===== src/rtl/store_sequencer.sv =====
// Store sequencer: drives sw straight to a write cycle and sh/sb through read-modify-write.
// Optional alignment fault detection is enabled by defining STORE_SEQ_ALIGN_CHECK_EN.
module store_sequencer #(
    parameter int MEM_LATENCY = 1,
    parameter int CNT_W       = 4
) (
    input  logic        clk,
    input  logic        reset,
    input  logic        start,
    input  logic [1:0]  store_type,
    input  logic [31:0] addr_in,
    output logic [31:0] mem_addr,
    output logic        mem_rd,
    output logic        mdr_load,
    output logic [1:0]  ss_control,
    output logic        mem_wr,
    output logic        busy,
    output logic        done,
    output logic        misalign
);

    typedef enum logic [2:0] {IDLE, READ, LATCH, WRITE, DONE} state_t;

    localparam logic [CNT_W-1:0] CNT_INIT = CNT_W'(MEM_LATENCY - 1);

    state_t           state;
    logic [CNT_W-1:0] cnt;
    logic             fault;

`ifdef STORE_SEQ_ALIGN_CHECK_EN
    // Only plain sh (01) checks the halfword bit; 11 decodes as sb and never faults.
    assign fault = ((store_type == 2'b00) && (addr_in[1:0] != 2'b00)) ||
                   ((store_type == 2'b01) && addr_in[0]);
`else
    assign fault = 1'b0;
`endif

    // Strobes default low each cycle and are set on the transition into their state,
    // so every output comes straight from a flop.
    always_ff @(posedge clk) begin
        if (reset) begin
            state      <= IDLE;
            cnt        <= '0;
            mem_addr   <= '0;
            ss_control <= 2'b00;
            mem_rd     <= 1'b0;
            mdr_load   <= 1'b0;
            mem_wr     <= 1'b0;
            busy       <= 1'b0;
            done       <= 1'b0;
            misalign   <= 1'b0;
        end else begin
            mem_rd   <= 1'b0;
            mdr_load <= 1'b0;
            mem_wr   <= 1'b0;
            done     <= 1'b0;
            misalign <= 1'b0;
            case (state)
                IDLE: begin
                    if (start) begin
                        mem_addr   <= addr_in;
                        ss_control <= store_type;
                        busy       <= 1'b1;
                        if (fault) begin
                            state    <= DONE;
                            done     <= 1'b1;
                            misalign <= 1'b1;
                        end else if (store_type == 2'b00) begin
                            state  <= WRITE;
                            mem_wr <= 1'b1;
                        end else begin
                            state  <= READ;
                            mem_rd <= 1'b1;
                            cnt    <= CNT_INIT;
                        end
                    end
                end
                READ: begin
                    if (cnt != '0) begin
                        cnt    <= cnt - 1'b1;
                        mem_rd <= 1'b1;
                    end else begin
                        state    <= LATCH;
                        mdr_load <= 1'b1;
                    end
                end
                LATCH: begin
                    state  <= WRITE;
                    mem_wr <= 1'b1;
                end
                WRITE: begin
                    state <= DONE;
                    done  <= 1'b1;
                end
                DONE: begin
                    state      <= IDLE;
                    busy       <= 1'b0;
                    ss_control <= 2'b00;
                end
                default: begin
                    state      <= IDLE;
                    busy       <= 1'b0;
                    ss_control <= 2'b00;
                end
            endcase
        end
    end

endmodule


===== config.mk =====
export PLATFORM = sky130hd
export DESIGN_NAME = store_sequencer
export DESIGN_NICKNAME = d
export VERILOG_FILES = /design/src/rtl/store_sequencer.sv
export SDC_FILE = /design/constraint.sdc
export NUM_CORES = 1
export LEC_CHECK = 0
export ABC_AREA = 1
export CORE_MARGIN = 3
export CORE_UTILIZATION = 40
export CTS_CLUSTER_SIZE = 20
export DETAILED_ROUTE_END_ITERATION = 16
export PLACE_DENSITY = 0.87
export SETUP_SLACK_MARGIN = 0.5
export SYNTH_ARGS = -nofsm -noshare
export SYNTH_HDL_FRONTEND = slang
export SYNTH_SLANG_ARGS = --single-unit

===== constraint.sdc =====
create_clock -name clk -period 1.7 [get_ports clk]
set_clock_uncertainty 0.05 [all_clocks]
set_input_delay 0.51 -clock clk [delete_from_list [all_inputs] [get_ports clk]]
set_output_delay 0.51 -clock clk [all_outputs]
set_load 0.02 [all_outputs]

Word-level counts from Yosys, hierarchy flattened
Index checks and enable logic that the tools add are counted.
Cells by class
  add/subtract/negate cells: 1
  equal/unequal tests: 7
  multiplexer cells: 21
  bitwise operators: 2
  reduce and logical (&&, ||, !) cells: 10
Operators with widths (count)
  $mux W4: 3
  $pmux W3 S4: 1
  $mux W1: 8
  $ne A2 B2 Y1 const B: 4
  $pmux W4 S2: 1
  $eq A3 B2 Y1 const B: 2
  $mux W3: 2
  $pmux W1 S2: 3
  $reduce_and A2 Y1: 3
  $mux W2: 2
  $pmux W2 S2: 1
  $reduce_and A4 Y1: 1
  $reduce_bool A4 Y1: 1
  $sub A4 B1 Y4 const B: 1
  $eq A3 B1 Y1 const B: 1
  $logic_not A3 Y1: 1
  $reduce_or A3 Y1: 1
  $logic_not A2 Y1: 1
  $not A1 Y1: 2
  $reduce_bool A2 Y1: 1
  $reduce_or A2 Y1: 1
Storage, ports and cells
  register bits after elaboration: 46
  bits of input ports: 37
  output and inout bits: 40

Logic depth before layout (Yosys ltp)
  word-level depth: 4
  mapped depth: 8

Worst setup path after synthesis
No wires, ideal clock.
  path kind: in2reg
  from: in start
  to: reg mem_addr[10]
  setup time: 0.113 ns
  data arrival time: 1.093 ns
  path slack: 0.444 ns
  stages on the path: 6
  buffers on the path: 1
  cells stage by stage: inv_1 > nor2_8 > inv_4 > buf_6 > nor2_2 > nor2_1
On the way
  cells in the longest elaborated chain, start to end: 1
RTL lines
  start, declared: RTL line 9  | input logic start,
  $reduce_and A2 Y1 (no line)
  end signal, assigned: RTL line 61  | mem_addr <= addr_in;
  end, declared: RTL line 12  | output logic [31:0] mem_addr,
Every way passes these cells.
A chain may end at the register's enable or synchronous reset.

Final worst setup path
  from: reg state[1]
  to: reg mem_addr[14]
On the way
  cells in the longest elaborated chain, start to end: 2
RTL lines
  start, declared: RTL line 26  | state_t state;
  start signal, assigned: RTL line 42  | state <= IDLE;
  start signal, assigned: RTL line 65  | state <= DONE;
  start signal, assigned: RTL line 69  | state <= WRITE;
  $logic_not A3 Y1: RTL line 58  | case (state)
  $reduce_and A2 Y1 (no line)
Every way passes these cells.

==> metrics.txt <==
status=finished, final reports clean; CP startpoint=state[1]$_SDFFE_PP0P_; pwr/cell area=1270 nW/um^2; antenna diode count=0; area of the multi-input gates=957 sq um; Hold Vio Cnt, Final=0; leading area contributor after synthesis=dfxtp_1; first-pass GRT wire length=roughly 10000 um; Net Count, Synth=264; placed insts=about 350; Max IR drop VDD=between 0.0007 and 0.0008 V; sequential element share of the synthesized area=50.7%; r2r worst-path depth=8; I/O Pins=77; yosys synthesis warning count=0; CP dominant cell by count=buf_12; share of the synthesized area in the top cell type=50.7%; Pre-Repair DR Iteration Count=4; GRT Residual Overflow=0; Die H=73.4 um; # fillers=240; max incr delay on CP=about 0.35 ns; top post-synthesis cells by area=dfxtp_1 51%, nor2_1 13%, o21ai_1 7.4%; RSZ-0062 raised after global routing=yes; Iter 0 DRT Violations=177; Startpoint Class=flop; root buf cell=clkbuf_8; layout cells sized above 1=54.8%; Sink Count=46; vias=2,010; Max H-tree Level=2; Required @ worst endpoint=1.85 ns; Die W=73.4 um; clock tree buffer depth=2; Arrival @ worst endpoint=1.55 ns; Cell Count, Final, Fillers Out=386; Hold Path Cell Cnt=2; number of routed nets with antenna violations=0; FF+latch count, synth=46; Seq. cell area=around 980 sq um; CTS tree=built; synthesis-to-layout area growth=90.7%; Buffers on Ports=75; critical path class=reg2reg; via-per-instance ratio=5.21; antenna violations before repair=0; Residual DRC=0; fmax=0.710 GHz; post-route cell area=3460 sq um; period utilization=82.9%; r2r setup slk=0.29 ns; CTS buffer count=5; Worst Hold Class=reg2reg; final wirelength=6700 um; largest net degree at the start of global routing=34; crit path max fanout=8; Worst R2R End=mem_addr[14]$_SDFFE_PP0P_; placed wire-length estimate=3230 um; GRT Resource Usage Total=23.7%; die area=5380 sq um; Synth Cell Area=1820 sq um; LEAKAGE=between 1.5 and 2 nW; Cell Chain, Critical Path=nor2_4 > nand2_4 > nor2_8 > buf_12 > buf_12 > inv_16 > nor2_2 > nor2_1; Critical-path top delay cell=dfxtp_2; Cell Rows=23; vias in the first global route=1,988; initial core utilization=43.5%; r2r startpoint=state[1]$_SDFFE_PP0P_; max-slew violation count=0; Post-Syn Instances=225; clock-pin transition on the worst setup and hold timing paths=0.09 ns; Max-Cap Viols=0; Final setup violation count=0; CP Capture Point=mem_addr[14]$_SDFFE_PP0P_; Hold Slack=0.443 ns; average routed wire per standard cell=~17 um; Mean Syn Cell Area=8.07 sq um; Yosys cell types=25; Placeable Area=4170 sq um; clk_lat worst skew=0.30 ns; nets=374; Final Critical Period=1.41 ns; placed standard-cell area=approximately 2600 sq um; Critical Path End Type=flop; GPL Wtd Cong=0.832
-- layout by cell type, fill, tap and decap left out, types with 9 or more instances in the layout --
cell,instances
nor2_1,54
nand2_1,15
o21ai_2,9
dfxtp_2,42
buf_4,23
buf_6,43
nor2_4,16
clkdlybuf4s50_1,32
o21ai_1,22
-- worst min path at each step --
stage	start	to	slack [ns]
CTS	ss_control[1]$_SDFFE_PP0P_	ss_control[1]$_SDFFE_PP0P_	0.43
detailed placement	ss_control[1]$_SDFFE_PP0P_	ss_control[1]$_SDFFE_PP0P_	0.41
floorplan	cnt[0]$_SDFFE_PP0P_	cnt[0]$_SDFFE_PP0P_	0.41
finish	ss_control[1]$_SDFFE_PP0P_	ss_control[1]$_SDFFE_PP0P_	0.44
global route	ss_control[1]$_SDFFE_PP0P_	ss_control[1]$_SDFFE_PP0P_	0.46
global placement	ss_control[1]$_SDFFE_PP0P_	ss_control[1]$_SDFFE_PP0P_	0.41
-- cell usage after synthesis, drive strengths merged --
cell and number:
a21oi 9, dfxtp 46, clkbuf 3, inv 11, a31oi 1, nor2 76
nand2 23, nor3 2, o21ai 33, ha 2, buf 8, nand3 6
nand4 2, nor4 2, conb 1
-- worst max-delay path, delay by kind of cell (launching register included) --
| family | cells | cell delay (ns) |
|---|---|---|
| AND/OR/NAND/NOR | 5 | 0.49 |
| buffers and inverters | 3 | 0.39 |
| flip-flops | 1 | 0.35 |
-- timing repair --
action / CTS / global route
buffers inserted: 14 / 12
pin swaps: 23 / 12
hold buffers: 0 / 0
endpoints found under the setup margin: 84 / 82
cloned: 4 / 0
gates resized for setup: 342 / 27
-- kinds of logic after synthesis --
group	Yosys count	share of synthesized area, %
DFF	46	50.7
and+or+nand+nor	111	27.6
adders and majority gates	2	1.38
AOI/OAI and AO/OA	43	12.7
buffers and inverters	22	7.37
other	1	0.207
-- registers in the layout, summed over array words and instances, names as in the netlist --
name        cells
mdr_load        1
mem_addr       32
cnt             4
mem_rd          1
mem_wr          1
done            1
state           3
ss_control      2
busy            1
-- report_power, final --
part / internal, mW / leakage (nW) / switching (mW)
Clock: 0.627 / 0.0714 / 0.383
Combinational: 0.931 / 1.04 / 0.994
Sequential: 1.30 / 0.396 / 0.160
Total: 2.86 / 1.50 / 1.54
-- area by class of cell --
class,instances,area share [%]
multi-input combinational,157,27.6
sequential,46,28.3
clock inverter,2,1.73
inverter,11,1.88
timing repair buffer,112,35.1
clock buffer,6,2.39
timing repair inverter,2,1.16
tap,50,1.81
-- through the flow --
step | total power, mW | util, % | setup WS [ns] | TNS [ns]
3_5_place_dp | 2.64 | 63.1 | -0.109 | -2.97
6_report | 4.40 | 83.0 | 0.291 | 0
4_1_cts | 4.13 | 78.7 | 0.360 | 0
2_1_floorplan | 2.14 | - | 0.470 | 0
3_3_place_gp | 2.60 | 63.1 | -0.0834 | -2.37
5_1_grt | 4.58 | 83.0 | 0.263 | 0
-- layer usage --
| layer | routed length (um) | global-route usage, % | vias to the layer above | share of wire, % |
|---|---|---|---|---|
| li1 | - | - | 941 | - |
| met1 | 2660 | 26.9 | 965 | 40 |
| met2 | 3400 | 41.3 | 91 | 51 |
| met3 | 496 | 8.21 | 13 | 7.4 |
| met4 | 142 | 7.65 | 0 | 2.1 |
| met5 | 0 | 0 | - | 0 |
No activity file was read; power rests on OpenSTA's default activity.
